**config.mk**
```make
export PLATFORM = sky130hd
export DESIGN_NAME = control_sequencer
export DESIGN_NICKNAME = d
export VERILOG_FILES = /design/src/rtl/control_sequencer.sv
export SDC_FILE = /design/constraint.sdc
export NUM_CORES = 1
export LEC_CHECK = 0
export CORE_MARGIN = 2
export CORE_UTILIZATION = 43
export CTS_CLUSTER_DIAMETER = 30
export CTS_CLUSTER_SIZE = 16
export DETAILED_ROUTE_END_ITERATION = 7
export GPL_TIMING_DRIVEN = 0
export PLACE_DENSITY = 0.91
export SETUP_SLACK_MARGIN = 0.05
export SYNTH_ARGS = -nofsm -noshare
export SYNTH_HDL_FRONTEND = slang
export SYNTH_SLANG_ARGS = --single-unit
```
**constraint.sdc**
```tcl
create_clock -name clk -period 1.65 [get_ports clk]
set_clock_uncertainty 0.1 [all_clocks]
set_input_delay 0.165 -clock clk [delete_from_list [all_inputs] [get_ports clk]]
set_output_delay 0.165 -clock clk [all_outputs]
set_load 0.005 [all_outputs]
```
**src/rtl/control_sequencer.sv**
```systemverilog
// control_sequencer: T-state sequencer and microcode decode for a simple 8-bit CPU
module control_sequencer #(
    parameter int CLR_CYCLES = 2,
    parameter bit FAST_FETCH = 1
) (
    input  logic       clk,
    input  logic       rst_n,
    input  logic [3:0] opcode,
    input  logic       carry_flag,
    input  logic       zero_flag,
    input  logic       run,
    input  logic       step,
    output logic       pc_clr_n,
    output logic       pc_lp,
    output logic       pc_cp,
    output logic       pc_ep,
    output logic       mar_load,
    output logic       ram_oe,
    output logic       ram_we,
    output logic       ir_load,
    output logic       ir_oe,
    output logic       a_load,
    output logic       a_oe,
    output logic       alu_oe,
    output logic       alu_sub,
    output logic       b_load,
    output logic       out_load,
    output logic       flags_load,
    output logic [2:0] tstate,
    output logic       halted
);
    typedef enum logic [2:0] {
        CLR  = 3'd0,
        T1   = 3'd1,
        T2   = 3'd2,
        T3   = 3'd3,
        T4   = 3'd4,
        T5   = 3'd5,
        HALT = 3'd7
    } state_t;

    localparam logic [3:0] OP_LDA = 4'h1;
    localparam logic [3:0] OP_ADD = 4'h2;
    localparam logic [3:0] OP_SUB = 4'h3;
    localparam logic [3:0] OP_STA = 4'h4;
    localparam logic [3:0] OP_LDI = 4'h5;
    localparam logic [3:0] OP_JMP = 4'h6;
    localparam logic [3:0] OP_JC  = 4'h7;
    localparam logic [3:0] OP_JZ  = 4'h8;
    localparam logic [3:0] OP_OUT = 4'hE;
    localparam logic [3:0] OP_HLT = 4'hF;

    state_t     state;
    logic [2:0] clr_cnt;
    logic       step_q;
    logic       adv;
    logic [2:0] last_t;

    assign adv    = run | (step & ~step_q);
    assign tstate = state;
    assign halted = state == HALT;

    // last active T-state of the current instruction, used to cut the cycle short
    always_comb last_t = (opcode == OP_ADD || opcode == OP_SUB) ? 3'd5 :
                         (opcode == OP_LDA || opcode == OP_STA) ? 3'd4 : 3'd3;

    // sequencer: CLR counts out unconditionally, T-states advance only on adv, HALT is sticky
    always_ff @(posedge clk or negedge rst_n) begin
        if (!rst_n) begin
            state   <= CLR;
            clr_cnt <= 3'd0;
            step_q  <= 1'b0;
        end else begin
            step_q <= step;
            case (state)
                CLR:  if (clr_cnt == 3'(CLR_CYCLES - 1)) state <= T1;
                      else clr_cnt <= clr_cnt + 3'd1;
                T1:   if (adv) state <= T2;
                T2:   if (adv) state <= T3;
                T3:   if (adv) state <= opcode == OP_HLT ? HALT :
                                        (FAST_FETCH && last_t == 3'd3) ? T1 : T4;
                T4:   if (adv) state <= (FAST_FETCH && last_t == 3'd4) ? T1 : T5;
                T5:   if (adv) state <= T1;
                default: state <= state;
            endcase
        end
    end

    // control decode: pulses only on advancing cycles; alu_sub stays decoded so the ALU output is stable
    always_comb begin
        {pc_lp, pc_cp, pc_ep, mar_load, ram_oe, ram_we, ir_load, ir_oe,
         a_load, a_oe, alu_oe, b_load, out_load, flags_load} = '0;
        pc_clr_n = state != CLR;
        alu_sub  = opcode == OP_SUB && (state == T4 || state == T5);
        if (adv) begin
            case (state)
                T1: {pc_ep, mar_load} = 2'b11;
                T2: {ram_oe, ir_load, pc_cp} = 3'b111;
                T3: case (opcode)
                        OP_LDA, OP_ADD, OP_SUB, OP_STA: {ir_oe, mar_load} = 2'b11;
                        OP_LDI: {ir_oe, a_load} = 2'b11;
                        OP_JMP: {ir_oe, pc_lp} = 2'b11;
                        OP_JC:  {ir_oe, pc_lp} = {2{carry_flag}};
                        OP_JZ:  {ir_oe, pc_lp} = {2{zero_flag}};
                        OP_OUT: {a_oe, out_load} = 2'b11;
                        default: ;
                    endcase
                T4: case (opcode)
                        OP_LDA:         {ram_oe, a_load} = 2'b11;
                        OP_ADD, OP_SUB: {ram_oe, b_load} = 2'b11;
                        OP_STA:         {a_oe, ram_we} = 2'b11;
                        default: ;
                    endcase
                T5: if (opcode == OP_ADD || opcode == OP_SUB) {alu_oe, a_load, flags_load} = 3'b111;
                default: ;
            endcase
        end
    end
endmodule

```
==> impl_metrics.ini <==
[setup_path]
crit_start = tstate[0]
worst-path-max-fanout = 3
reg2reg_slack_ns = -0.06
reg2regPathDepth = 7
arrival_ns = 1.83
crit_type = reg2out
r2r_start = tstate[2]
critical_path.startpoint_type = register
r2r-end = tstate[2]
cp-end-kind = output pin
required_ns = 1.38

[synthesis]
ys_seq_elements = 7
yosys-top-cells-area = dfrtp_1 (23%), nor2_1 (4.8%), nor3_1 (3.9%)
avgSynthCellArea_um2 = 7.705
ys.warnings.count = 0
synth_edf_count = 0
ys_seq_area_frac = 0.2251
synth_ff_type = dfrtp_1
synth.distinct_cells = 44
synth_top_area_cell = dfrtp_1
synth_top_area_frac = 0.2251
synth_area_um2 = 778.2
synth_nets = 113
synth_cells = 101
synthArstFlopShare = 1.000

[timing]
setup_violations = 15
relSlewSlack = 0.6503
fmax_ghz = 0.4764
rsz0062_at_grt = yes
drv_slew = 0
setup_ws_ns = -0.4491
finalHoldViolations = 0
tightest_slew_ns = 0.5240
fin_hold_ws_ns = 0.07200
period_needed_ns = 2.099
period_share = 1.272

[routing]
drt_iter0_drc = 82
avgViaCountPerCell = 6.292
drt_pass1_iterations = 4
detail-route-antenna-nets = 0
wire_per_inst_um = 21.66
drc = 0
routed_wl_mm = 4.008
dr_total_vias = 1164

[floorplanning]
io_pins = 30
dieArea_mm2 = 0.002166
start_util = 0.4557
placementRows = 15
die_x_um = 46.54
die_y_um = 46.54
core_mm2 = 0.001708

[cells_and_area]
syn2layout_area_growth_pct = 93.89
num_antenna_cells = 0
final_cells = 185
final_nets = 173
fillers = 78
design_area_mm2 = 0.001509
drive_above_1_share = 0.5625

[global_routing]
gr-total-overflow = 0
antenna_found_initial = 0
grt.total_usage = 0.3341
grt_pass1_wl_mm = 5.071
grt_pass1_vias = 1083
grt_max_degree = 11

[power]
p_int_w = 0.001330
p_per_area_mw_per_mm2 = 1555
seqPwrFrac = 0.138
clockPowerShare = 0.068
peakVddDrop_mv = 1.044
p_comb_frac = 0.794
swShare = 0.4332
p_leak_nw = 0.6876
p_sw_w = 0.001017

[clock_network]
cts_inserted_buffers = 3
clkSlewWorstSetupHoldPaths_ns = 0.06
clk_path_buf_depth = 2
tritoncts = yes
insertion_delay_ns = 0.26
cts-root-buf = clkbuf_4
ctsHoldBuffers = 0
htreeDepth = 1
cts.sink_count = 7

[placed_design]
dp.cells = 152
placed_area_mm2 = 0.001076
dp_hpwl_mm = 1.642
portBuffers = 26
gp_congestion = 0.9120
pre_cts_ws_ns = -0.6033

[flow_run]
maxCapViolCount = 0

[run_status]
violations = setup timing
status = finished with violations

[hold_path]
min_path_type = in2async
critical path, cell delays in order, from the launching register on:
cell	delay [ns]
dfrtp_1	0.40
buf_6	0.13
or3b_4	0.41
nand2b_4	0.16
a2111oi_4	0.31
buf_2	0.17
metrics by stage:
| stage | utilization | total power [W] | setup TNS [ns] |
|---|---|---|---|
| 3_3_place_gp | 0.6300 | 0.001217 | -6.815 |
| 6_report | 0.8835 | 0.002347 | -3.365 |
| 3_5_place_dp | 0.6300 | 0.001254 | -7.359 |
| 4_1_cts | 0.8344 | 0.002003 | -2.261 |
| 5_1_grt | 0.8835 | 0.002443 | -3.951 |
| 2_1_floorplan | - | 0.0008920 | 0 |
cells in the final DEF (no fill, tap or decap), types with 3 or more instances in the layout:
cell             count
o21ai_0              3
dfrtp_1              7
buf_4               17
dlygate4sd2_1        3
nand2_1              5
buf_6               21
clkdlybuf4s50_1      5
nor3_2               3
nor2_1               7
clkbuf_4             3
buf_2               15
inv_1                5
flip-flops by register name, summed over array words and instances, names as in the netlist:
register and cells:
tstate 3, clr_cnt 3, step_q 1
cell usage after synthesis, drive strengths merged (2+ instances only):
cell type / n
o311ai: 2
o211ai: 2
nand2b: 3
a21o: 2
nand3: 2
and3b: 2
nor4: 2
buf: 9
a2111oi: 2
a21oi: 3
nand3b: 2
or2: 2
a31oi: 2
and3: 2
xnor2: 2
o21ai: 5
ha: 2
inv: 8
a22oi: 3
nand2: 6
nor2: 11
dfrtp: 7
nor3: 6
repair_timing:
| item | CTS | global route |
|---|---|---|
| pin swaps | 21 | 13 |
| cloned | 0 | 0 |
| gates resized for setup | 112 | 21 |
| setup buffers | 25 | 7 |
| setup endpoints to repair | 18 | 21 |
per-layer routing:
metal / GRT usage / part of all wire / vias up
li1: - / - / 481
met1: 0.3830 / 0.35 / 538
met5: 0 / 0 / -
met4: 0.1429 / 0.058 / 0
met2: 0.5917 / 0.50 / 109
met3: 0.06667 / 0.099 / 36
power groups by stage:
stage / Sequential [W] / Combinational [W] / Clock [W]
after detailed placement: 0.000315 / 0.000940 / 0
final: 0.000323 / 0.00186 / 0.000161
after global placement: 0.000309 / 0.000908 / 0
after global routing: 0.000328 / 0.00194 / 0.000173
after floorplan: 0.000307 / 0.000585 / 0
after CTS: 0.000311 / 0.00153 / 0.000159
layout make-up:
type / count / area, µm² / share of cell area
multi-input cells: 76 / 685.7 / 0.4544
repair buffers: 55 / 460.4 / 0.3051
flip-flops and latches: 7 / 175.2 / 0.1161
plain buffers: 10 / 97.59 / 0.06468
inverters: 8 / 32.53 / 0.02156
well taps: 25 / 31.28 / 0.02073
clock buffers: 4 / 26.28 / 0.01741
cell families after synthesis:
kind of cell,after synthesis,synth area share
and+or+nand+nor,43,0.3248
AOI/OAI and AO/OA,28,0.2669
buffers and inverters,18,0.1141
DFF,7,0.2251
xor gates and xnor gates,2,0.02251
adders and majority gates,2,0.03215
muxes,1,0.01447
how the worst max path moves through the flow:
stage                            end  slack (ns)  cells past startpoint
after global placement    flags_load       -0.58                      6
after detailed placement  flags_load       -0.60                      6
after global routing          a_load       -0.51                      7
after CTS                       a_oe       -0.38                      5
final                           a_oe       -0.45                      5
after floorplan           flags_load        0.05                      4
No activity file was read; power rests on OpenSTA's default activity.
